`config.mk`:
```
export PLATFORM = sky130hd
export DESIGN_NAME = tl_ul_reg_slave
export DESIGN_NICKNAME = d
export VERILOG_FILES = /design/src/rtl/tl_ul_pkg.sv /design/src/rtl/tl_rsp_fifo.sv /design/src/rtl/tl_ul_reg_slave.sv
export SDC_FILE = /design/constraint.sdc
export NUM_CORES = 1
export LEC_CHECK = 0
export ABC_AREA = 1
export BUFFER_PORTS_ARGS = -buffer_cell sky130_fd_sc_hd__buf_2
export CORE_MARGIN = 2
export CORE_UTILIZATION = 58
export CTS_CLUSTER_DIAMETER = 50
export CTS_CLUSTER_SIZE = 28
export DETAILED_ROUTE_END_ITERATION = 6
export GPL_TIMING_DRIVEN = 0
export PLACE_DENSITY_LB_ADDON = 0.15
export SETUP_SLACK_MARGIN = 0.02
export SKIP_CTS_REPAIR_TIMING = 1
export SLEW_MARGIN = 20
export SYNTH_ARGS = -nofsm -noshare
export SYNTH_HDL_FRONTEND = slang
export SYNTH_SLANG_ARGS = --single-unit
```
`constraint.sdc`:
```
create_clock -name clock -period 4.1 [get_ports clock]
set_clock_uncertainty 0.15 [all_clocks]
set_input_delay 0.205 -clock clock [delete_from_list [all_inputs] [get_ports clock]]
set_output_delay 0.205 -clock clock [all_outputs]
set_load 0.01 [all_outputs]
```
`src/rtl/tl_ul_pkg.sv`:
```
// Shared TL-UL opcode encodings and the default-width D-channel response record.
package tl_ul_pkg;

  localparam logic [2:0] PUT_FULL        = 3'd0;
  localparam logic [2:0] PUT_PARTIAL     = 3'd1;
  localparam logic [2:0] GET             = 3'd4;
  localparam logic [2:0] ACCESS_ACK      = 3'd0;
  localparam logic [2:0] ACCESS_ACK_DATA = 3'd1;

  localparam int unsigned TL_SIZEBITS   = 4;
  localparam int unsigned TL_SOURCEBITS = 3;
  localparam int unsigned TL_ADDRLOBITS = 4;
  localparam int unsigned TL_DATABITS   = 32;

  // Layout at default widths; parametrised instances build the same field order locally.
  typedef struct packed {
    logic [2:0]               opcode;
    logic [TL_SIZEBITS-1:0]   size;
    logic [TL_SOURCEBITS-1:0] source;
    logic [TL_ADDRLOBITS-1:0] addr_lo;
    logic [TL_DATABITS-1:0]   data;
    logic                     error;
  } tl_d_rsp_t;

endpackage

```
`src/rtl/tl_rsp_fifo.sv`:
```
// Response queue for the D channel: DEPTH entries of WIDTH bits, head visible on pop_data.
module tl_rsp_fifo #(
  parameter int unsigned WIDTH = 8,
  parameter int unsigned DEPTH = 2
) (
  input  logic             clock,
  input  logic             reset,
  input  logic             push,
  input  logic [WIDTH-1:0] push_data,
  input  logic             pop,
  output logic [WIDTH-1:0] pop_data,
  output logic             full,
  output logic             empty
);

  localparam int unsigned PW = (DEPTH > 1) ? $clog2(DEPTH) : 1;
  localparam int unsigned CW = $clog2(DEPTH + 1);

  logic [WIDTH-1:0] mem [DEPTH];
  logic [PW-1:0]    wr_ptr;
  logic [PW-1:0]    rd_ptr;
  logic [CW-1:0]    count;
  logic             do_push;
  logic             do_pop;

  assign full     = (count == CW'(DEPTH));
  assign empty    = (count == '0);
  assign do_push  = push && !full;
  assign do_pop   = pop && !empty;
  assign pop_data = mem[rd_ptr];

  always_ff @(posedge clock) begin
    if (do_push) mem[wr_ptr] <= push_data;
  end

  always_ff @(posedge clock or negedge reset) begin
    if (!reset) begin
      wr_ptr <= '0;
      rd_ptr <= '0;
      count  <= '0;
    end else begin
      if (do_push) wr_ptr <= (wr_ptr == PW'(DEPTH - 1)) ? '0 : wr_ptr + 1'b1;
      if (do_pop)  rd_ptr <= (rd_ptr == PW'(DEPTH - 1)) ? '0 : rd_ptr + 1'b1;
      if (do_push && !do_pop)      count <= count + 1'b1;
      else if (do_pop && !do_push) count <= count - 1'b1;
    end
  end

endmodule

```
`src/rtl/tl_ul_reg_slave.sv`:
```
// TL-UL register-file slave: single-beat Get/PutFull/PutPartial with a queued D channel.
// Optional error counter output enabled by defining TL_REG_SLAVE_ERRCNT_EN.
module tl_ul_reg_slave
  import tl_ul_pkg::*;
#(
  parameter int unsigned NREGS       = 4,
  parameter int unsigned SIZEBITS    = 4,
  parameter int unsigned SOURCEBITS  = 3,
  parameter int unsigned ADDRESSBITS = 12,
  parameter int unsigned DATABITS    = 32,
  parameter int unsigned SINKBITS    = 1,
  parameter int unsigned ADDRLOBITS  = 4,
  parameter int unsigned RSP_DEPTH   = 2
) (
  input  logic                   clock,
  input  logic                   reset,
  output logic                   io_slave_a_ready,
  input  logic                   io_slave_a_valid,
  input  logic [2:0]             io_slave_a_bits_opcode,
  input  logic [2:0]             io_slave_a_bits_param,
  input  logic [SIZEBITS-1:0]    io_slave_a_bits_size,
  input  logic [SOURCEBITS-1:0]  io_slave_a_bits_source,
  input  logic [ADDRESSBITS-1:0] io_slave_a_bits_address,
  input  logic [DATABITS/8-1:0]  io_slave_a_bits_mask,
  input  logic [DATABITS-1:0]    io_slave_a_bits_data,
  input  logic                   io_slave_d_ready,
  output logic                   io_slave_d_valid,
  output logic [2:0]             io_slave_d_bits_opcode,
  output logic [1:0]             io_slave_d_bits_param,
  output logic [SIZEBITS-1:0]    io_slave_d_bits_size,
  output logic [SOURCEBITS-1:0]  io_slave_d_bits_source,
  output logic [SINKBITS-1:0]    io_slave_d_bits_sink,
  output logic [ADDRLOBITS-1:0]  io_slave_d_bits_addr_lo,
  output logic [DATABITS-1:0]    io_slave_d_bits_data,
  output logic                   io_slave_d_bits_error
`ifdef TL_REG_SLAVE_ERRCNT_EN
  ,
  output logic [15:0]            err_count
`endif
);

  localparam int unsigned MASKBITS = DATABITS / 8;
  localparam int unsigned OFFB     = $clog2(MASKBITS);
  localparam int unsigned IDXB     = $clog2(NREGS);

  typedef struct packed {
    logic [2:0]            opcode;
    logic [SIZEBITS-1:0]   size;
    logic [SOURCEBITS-1:0] source;
    logic [ADDRLOBITS-1:0] addr_lo;
    logic [DATABITS-1:0]   data;
    logic                  error;
  } rsp_t;

  logic [DATABITS-1:0] regs [NREGS];
  logic [IDXB-1:0]     idx;
  logic                a_fire;
  logic                is_put;
  logic                is_get;
  logic                hi_nz;
  logic                size_bad;
  logic                err;
  logic                fifo_full;
  logic                fifo_empty;
  logic                d_pop;
  rsp_t                rsp_in;
  rsp_t                rsp_out;
  logic                unused_param;

  assign unused_param = ^io_slave_a_bits_param;

  // Acceptance depends on queue occupancy only, so a full queue never accepts even while popping.
  assign io_slave_a_ready = !fifo_full;
  assign a_fire           = io_slave_a_valid && io_slave_a_ready;

  assign idx      = io_slave_a_bits_address[OFFB +: IDXB];
  assign hi_nz    = |(io_slave_a_bits_address >> (OFFB + IDXB));
  assign size_bad = io_slave_a_bits_size > SIZEBITS'(OFFB);
  assign is_put   = (io_slave_a_bits_opcode == PUT_FULL) || (io_slave_a_bits_opcode == PUT_PARTIAL);
  assign is_get   = (io_slave_a_bits_opcode == GET);
  assign err      = !(is_put || is_get) || hi_nz || size_bad;

  always_ff @(posedge clock or negedge reset) begin
    if (!reset) begin
      for (int unsigned i = 0; i < NREGS; i++) regs[i] <= '0;
    end else if (a_fire && is_put && !err) begin
      for (int unsigned b = 0; b < MASKBITS; b++) begin
        if (io_slave_a_bits_mask[b]) regs[idx][8*b +: 8] <= io_slave_a_bits_data[8*b +: 8];
      end
    end
  end

  always_comb begin
    rsp_in         = '0;
    rsp_in.opcode  = is_get ? ACCESS_ACK_DATA : ACCESS_ACK;
    rsp_in.size    = io_slave_a_bits_size;
    rsp_in.source  = io_slave_a_bits_source;
    rsp_in.addr_lo = io_slave_a_bits_address[ADDRLOBITS-1:0];
    rsp_in.data    = (is_get && !err) ? regs[idx] : '0;
    rsp_in.error   = err;
  end

  assign d_pop = io_slave_d_valid && io_slave_d_ready;

  tl_rsp_fifo #(
    .WIDTH ($bits(rsp_t)),
    .DEPTH (RSP_DEPTH)
  ) u_rsp_fifo (
    .clock     (clock),
    .reset     (reset),
    .push      (a_fire),
    .push_data (rsp_in),
    .pop       (d_pop),
    .pop_data  (rsp_out),
    .full      (fifo_full),
    .empty     (fifo_empty)
  );

  assign io_slave_d_valid        = !fifo_empty;
  assign io_slave_d_bits_opcode  = rsp_out.opcode;
  assign io_slave_d_bits_param   = '0;
  assign io_slave_d_bits_size    = rsp_out.size;
  assign io_slave_d_bits_source  = rsp_out.source;
  assign io_slave_d_bits_sink    = '0;
  assign io_slave_d_bits_addr_lo = rsp_out.addr_lo;
  assign io_slave_d_bits_data    = rsp_out.data;
  assign io_slave_d_bits_error   = rsp_out.error;

`ifdef TL_REG_SLAVE_ERRCNT_EN
  always_ff @(posedge clock or negedge reset) begin
    if (!reset) begin
      err_count <= '0;
    end else if (a_fire && err && (err_count != '1)) begin
      err_count <= err_count + 16'd1;
    end
  end
`endif

endmodule

```
* Word-level counts from Yosys, hierarchy flattened
Memory sizes are Yosys's and may differ from the RTL's.
Index checks and enable logic that the tools add are counted.
W data, S select, Z words.
** Storage, ports and cells
- Word-level logic and storage cells :: 73
- Output and inout bits :: 52
- Memory bits (writable) :: 90
- Memories kept :: 1
- Register bits after elaboration :: 132
- Input bits :: 65
** Memories
- u_rsp_fifo.mem :: words 2, bits a word 45, rd ports 1, clocked after Yosys merged registers in 0, write ports 1, line tl_rsp_fifo.sv:19 : logic [WIDTH-1:0] mem [DEPTH];
** Cells by class
- Reductions and logical operators :: 24
- Bitwise gates (word level) :: 1
- Eq/ne operators :: 3
- Add/subtract/negate cells :: 4
- Magnitude comparators :: 3
- Mux-type cells :: 30
** Operator list (number)
- $mux W128 :: 7
- $bwmux W128 :: 4
- $demux W32 S2 :: 4
- $mux W32 :: 4
- $bmux W32 S2 :: 1
- $mux W24 :: 1
- $mux W16 :: 1
- $logic_and A1 B1 Y1 :: 10
- $mux W8 :: 1
- $reduce_or A8 Y1 :: 1
- $logic_not A1 Y1 :: 6
- $mux W1 :: 5
- $gt A4 B2 Y1 const B :: 1
- $logic_or A1 B1 Y1 :: 4
- $mux W2 :: 2
- $eq A3 B1 Y1 const B :: 1
- $eq A3 B3 Y1 const B :: 1
- $ge A3 B3 Y1 const B :: 1
- $logic_not A3 Y1 :: 1
- $lt A3 B1 Y1 const B :: 1
- $not A2 Y3 :: 1
- $add A1 B1 Y1 const B :: 2
- $add A2 B1 Y2 const B :: 1
- $eq A2 B2 Y1 const B :: 1
- other kinds (3) :: 3

* Longest topological paths before layout
- Depth in word-level cells :: 17
- Depth in mapped cells :: 9
- Depth with buffers taken out :: 8

* By module
Synthesis repeated with hierarchy kept, for this count alone.
** Unflattened totals
- Cell total of the unflattened synthesis :: 1046
- Area, all modules :: 10110.9 um^2
** By module, submodules not included
- tl_ul_reg_slave :: instances 1, area an instance 6470.0 um^2, cells each 769, sequential area each 3203.1 um^2
- tl_rsp_fifo :: instances 1, area an instance 3641.0 um^2, cells each 277, sequential area each 2922.8 um^2

* Worst setup path before layout
Ideal clock, no wire load.
- Path kind :: register to register
- Start point :: register u_rsp_fifo.count[0]
- End point :: memory u_rsp_fifo.mem[1][0] in the netlist's numbering, enable pin
- Period minus slack after synthesis :: 3152 ps
- Buffers on the path :: 0
- Setup time :: 449 ps
- Data arrival time :: 2553 ps
- Cell stages (with the launch flop) :: 5
- Slack :: 948 ps
- Data required time :: 3501 ps
- Cell sequence :: dfrtp_1 inv_2 nand2_2 nand2_2 nor2_1
** On the way
- Cells in the longest elaborated chain, start to end :: 6
** RTL lines
- start: declaration :: line tl_rsp_fifo.sv:22 : logic [CW-1:0] count;
- start signal: assignment :: line tl_rsp_fifo.sv:44 : if (do_push && !do_pop) count <= count + 1'b1;
- start signal: assignment :: line tl_rsp_fifo.sv:45 : else if (do_pop && !do_push) count <= count - 1'b1;
- $eq A2 B2 Y1 (*) :: line tl_rsp_fifo.sv:26 : assign full = (count == CW'(DEPTH));
- $logic_not A1 Y1 (*) :: line tl_ul_reg_slave.sv:73 : assign io_slave_a_ready = !fifo_full;
- named net io_slave_a_ready :: line tl_ul_reg_slave.sv:17 : output logic io_slave_a_ready,
- $logic_and A1 B1 Y1 :: line tl_ul_reg_slave.sv:74 : assign a_fire = io_slave_a_valid && io_slave_a_ready;
- $logic_and A1 B1 Y1 (*) :: line tl_rsp_fifo.sv:28 : assign do_push = push && !full;
- $mux W1 (*) :: line tl_rsp_fifo.sv:33 : if (do_push) mem[wr_ptr] <= push_data;
- $mux W1 (not written as such) (*) :: line tl_rsp_fifo.sv:33
- end: declaration :: line tl_rsp_fifo.sv:19
Mark *: on every way through the listed nets, which the timed path passes. The rest lies on a longest branch.

* Worst setup path in the final report
- Start point :: register u_rsp_fifo.rd_ptr
- End point :: output port io_slave_d_bits_data[0]
** On the way
- Cells in the longest elaborated chain, start to end :: 1
** RTL lines
- start: declaration :: line tl_rsp_fifo.sv:21 : logic [PW-1:0] rd_ptr;
- start signal: assignment :: line tl_rsp_fifo.sv:43 : if (do_pop) rd_ptr <= (rd_ptr == PW'(DEPTH - 1)) ? '0 : rd_ptr + 1'b1;
- $mem_v2 Z2 W45
- end: declaration :: line tl_ul_reg_slave.sv:34 : output logic [DATABITS-1:0] io_slave_d_bits_data,
No other way between the ends.

==> impl_metrics.sql <==
INSERT INTO impl_metrics (metric_group, metric, value, unit) VALUES
('power', 'design_power_total', '0.006025', 'W'),
('die', 'floorplan.rows', '47', ''),
('die', 'floorplan.die.width', '134.3', 'um'),
('worst_setup_path', 'data_required_critical_path', '3.74', 'ns'),
('worst_setup_path', 'critical_path_end_type', 'output port', ''),
('global_route', 'global_route_wire_length_before_repair', '40100', 'um'),
('power', 'p_leak', '5.540', 'nW'),
('die', 'fp.dieArea', '0.01804', 'mm^2'),
('worst_setup_path', 'worst_ep_arrival_time', '2.23', 'ns'),
('global_route', 'track_usage', '28.88', '%'),
('synthesis', 'synth.avg_cell_area', '9.635', 'um^2'),
('worst_setup_path', 'cpPeakStageDelay', '0.47', 'ns'),
('worst_hold_path', 'min-delay-path-class', 'in -> reg', ''),
('worst_setup_path', 'critPathKind', 'reg -> out', ''),
('global_route', 'global_route.overflow_total', '0', ''),
('worst_setup_path', 'cpMaxStageDelayCell', 'clkbuf_1', ''),
('power', 'powerDensity', '500.4', 'mW/mm^2'),
('timing', 'max_freq', '386.4', 'MHz'),
('timing', 'maxSlewHeadroom', '43.19', '%'),
('timing', 'final_period_minus_worst_setup_slack', '2.588', 'ns'),
('synthesis', 'ys_seq_elements', '222', ''),
('final_layout', 'syn_to_final_growth', '22.27', '%'),
('power', 'irDropWorstVdd', '0.0003663', 'V'),
('flow_run', 'maxCapViolations', '0', ''),
('routing', 'vias_per_cell', '5.552', ''),
('die', 'die_height', '134.3', 'um'),
('routing', 'drc', '0', ''),
('timing', 'rsz_0062_raised_after_global_routing', 'false', ''),
('synthesis', 'synth_instances', '1022', ''),
('global_route', 'vias_in_the_first_global_route', '7491', ''),
('synthesis', 'synth-warning-count', '0', ''),
('die', 'floorplan.core_area', '0.01658', 'mm^2'),
('timing', 'timing.final.max_slew_violations', '0', ''),
('worst_setup_path', 'path_max_fanout', '10', ''),
('routing', 'drtPass1Iterations', '7', ''),
('final_layout', 'post_route_cells_drive_above_1_share', '16.73', '%'),
('timing', 'timing.final.crit_share', '63.11', '%'),
('clock_tree', 'cts_tree', 'done', ''),
('synthesis', 'synth-seq-area-share', '60.99', '%'),
('routing', 'ant_nets', '0', ''),
('outcome', 'outcome', 'finished clean', ''),
('routing', 'wl_per_cell', '18.04', 'um'),
('clock_tree', 'clk-insertion-delay-late', '0.51', 'ns'),
('final_layout', 'diodes', '0', ''),
('synthesis', 'synth_unique_cells', '30', ''),
('clock_tree', 'clock_path_buffers', '3', ''),
('clock_tree', 'root_buffer', 'clkbuf_16', ''),
('clock_tree', 'cts_sinks', '222', ''),
('clock_tree', 'cts_max_level', '1', ''),
('placed_design', 'io_buffers', '107', ''),
('worst_setup_path', 'critical_path.startpoint_type', 'register', ''),
('timing', 'timing_worst_slew_pin_value', '0.8521', 'ns'),
('worst_setup_path', 'worst_path_cell_trace', 'clkbuf_1, inv_2, clkbuf_1, nand2_1, nand2_1, buf_2', ''),
('timing', 'setup-violations-final', '0', ''),
('timing', 'worst_slack', '1.512', 'ns'),
('timing', 'totalNegativeSetupSlack', '0', 'ns'),
('timing', 'hold_viol_final', '0', ''),
('clock_tree', 'cts_made_buffers', '22', ''),
('die', 'start_util', '59.38', '%'),
('final_layout', 'layout.nets', '1275', ''),
('global_route', 'grt_start_max_net_pins', '80', ''),
('synthesis', 'post_synth_instance_area', '0.009847', 'mm^2'),
('die', 'ioPinCount', '117', ''),
('placed_design', 'gp_routability_congestion', '0.9275', ''),
('placed_design', 'dp_hpwl', '17240', 'um'),
('global_route', 'grt_antenna_before_repair', '0', ''),
('routing', 'detail_route.iter0.violations', '601', ''),
('clock_tree', 'clkTransAtPathRegs', '0.07', 'ns'),
('placed_design', 'post-place-ws', '1.898', 'ns'),
('routing', 'drt-total-wl', '26070', 'um'),
('routing', 'num_vias', '8023', '');
[critical path: cells and delay by family, from the launching register on]
family | cells | cell delay (ns)
buf+inv | 4 | 1.13
flops | 1 | 0.37
simple gates | 2 | 0.22
[cells by family (layout without fill, tap and decap cells)]
logic type	after synthesis	after routing	share of synthesized area (%)
XOR/XNOR	3	3	0.2669
other	1	5	0.03808
AO/OA/AOI/OAI	99	99	6.252
flip-flops	222	222	60.99
AND/OR/NAND/NOR	612	612	27.85
buffers and inverters	84	283	4.473
adder cells (fa/ha/maj)	1	1	0.1270
[final timing paths]
check / to / slack (ns) / startpoint / depth (start not counted)
setup / recovery: io_slave_d_bits_data[0] / 1.51 / u_rsp_fifo.rd_ptr / 6
hold / removal: regs[23] / 0.01 / io_slave_a_bits_mask[2] / 4
max in group asynchronous: regs[10] / 3.01 / reset / 3
min in group asynchronous: u_rsp_fifo.count[0] / 0.05 / reset / 2
hold reg to reg: regs[17] / 0.32 / regs[17] / 2
setup reg to reg: u_rsp_fifo.mem[1][0] / 2.13 / u_rsp_fifo.count[0] / 5
[state kept, by name, indices dropped and copies added (netlist names)]
register / count
regs: 128
u_rsp_fifo.count: 2
u_rsp_fifo.mem: 90
u_rsp_fifo.rd_ptr: 1
u_rsp_fifo.wr_ptr: 1
[synthesized netlist by cell type]
| library cell | instances | area share, % |
|---|---|---|
| inv_2 | 3 | 0.11 |
| xor2_1 | 2 | 0.18 |
| nor2_4 | 3 | 0.34 |
| buf_2 | 10 | 0.51 |
| dfrtp_1 | 132 | 34 |
| nand4_4 | 10 | 2.2 |
| o21ai_0 | 31 | 1.6 |
| buf_4 | 8 | 0.61 |
| nand2_2 | 2 | 0.13 |
| ha_1 | 1 | 0.13 |
| nor2_8 | 2 | 0.41 |
| xnor2_1 | 1 | 0.089 |
| nand2_1 | 437 | 17 |
| inv_1 | 17 | 0.65 |
| buf_6 | 11 | 1.3 |
| nand3_1 | 128 | 6.5 |
| conb_1 | 1 | 0.038 |
| a31oi_1 | 32 | 2.0 |
| o21ai_1 | 2 | 0.10 |
| nand3_2 | 4 | 0.41 |
| buf_1 | 3 | 0.11 |
| nor3_1 | 2 | 0.10 |
| a21oi_1 | 2 | 0.10 |
| nand3_4 | 1 | 0.18 |
| clkbuf_1 | 32 | 1.2 |
| edfxtp_1 | 90 | 27 |
| a22oi_1 | 32 | 2.4 |
| nand4_1 | 2 | 0.13 |
| nor3b_1 | 1 | 0.076 |
| nor2_1 | 20 | 0.76 |
[routing by layer]
| metal | share of wire (%) | track usage, % |
|---|---|---|
| met1 | 42 | 40.80 |
| met2 | 46 | 44.93 |
| met3 | 8.8 | 5.404 |
| met5 | 0 | 0 |
| met4 | 3.3 | 11.23 |
[per-stage QoR]
stage	area [um^2]	instances	hold WS (ns)	utilization (%)
floorplan	9862	1026	-0.2406	-
global placement	10670	1353	0.2441	64.36
detailed placement	10780	1356	-0.003593	65.01
CTS	11550	1396	-0.5393	69.65
global route	12040	1445	0.04016	72.60
finish	12040	1445	0.01328	72.60
[cell usage in the layout, fill, tap and decap left out, types with 2 or more instances in the layout]
cell	Yosys	routed
conb_1	1	5
nor2_1	20	18
inv_8	0	6
clkinv_4	0	2
clkbuf_16	0	23
inv_1	17	17
nand3_1	128	128
nor2_4	3	5
a21oi_1	2	2
inv_12	0	3
clkbuf_1	32	32
a22oi_1	32	32
nand4_1	2	2
nand4_4	10	10
clkinv_2	0	2
o21ai_0	31	31
buf_2	10	116
nand3_2	4	4
dlygate4sd3_1	0	49
buf_4	8	8
buf_6	11	11
a31oi_1	32	32
buf_1	3	3
dfrtp_1	132	132
nor3_1	2	2
xor2_1	2	2
inv_2	3	3
nand2_1	437	437
edfxtp_1	90	90
buf_16	0	3
nand2_2	2	2
nor2_8	2	2
o21ai_1	2	2
[final cells by class]
type / count / area, um^2
Multi-Input combinational cell: 720 / 3431
Clock buffer: 23 / 575.6
Tap cell: 220 / 275.3
Sequential cell: 222 / 6006
Inverter: 20 / 75.07
Fill cell: 1240 / 4543
Buffer: 64 / 365.4
Clock inverter: 17 / 193.9
Timing Repair Buffer: 159 / 1119
[power by group]
| group | switching, W | internal (W) | total, W | leakage [nW] |
|---|---|---|---|---|
| clock | 0.000969 | 0.00115 | 0.00212 | 0.378 |
| combinational | 0.000862 | 0.000421 | 0.00128 | 2.47 |
| sequential | 0.0000553 | 0.00256 | 0.00262 | 2.69 |
Note: power is estimated with default switching activity, not from simulation.
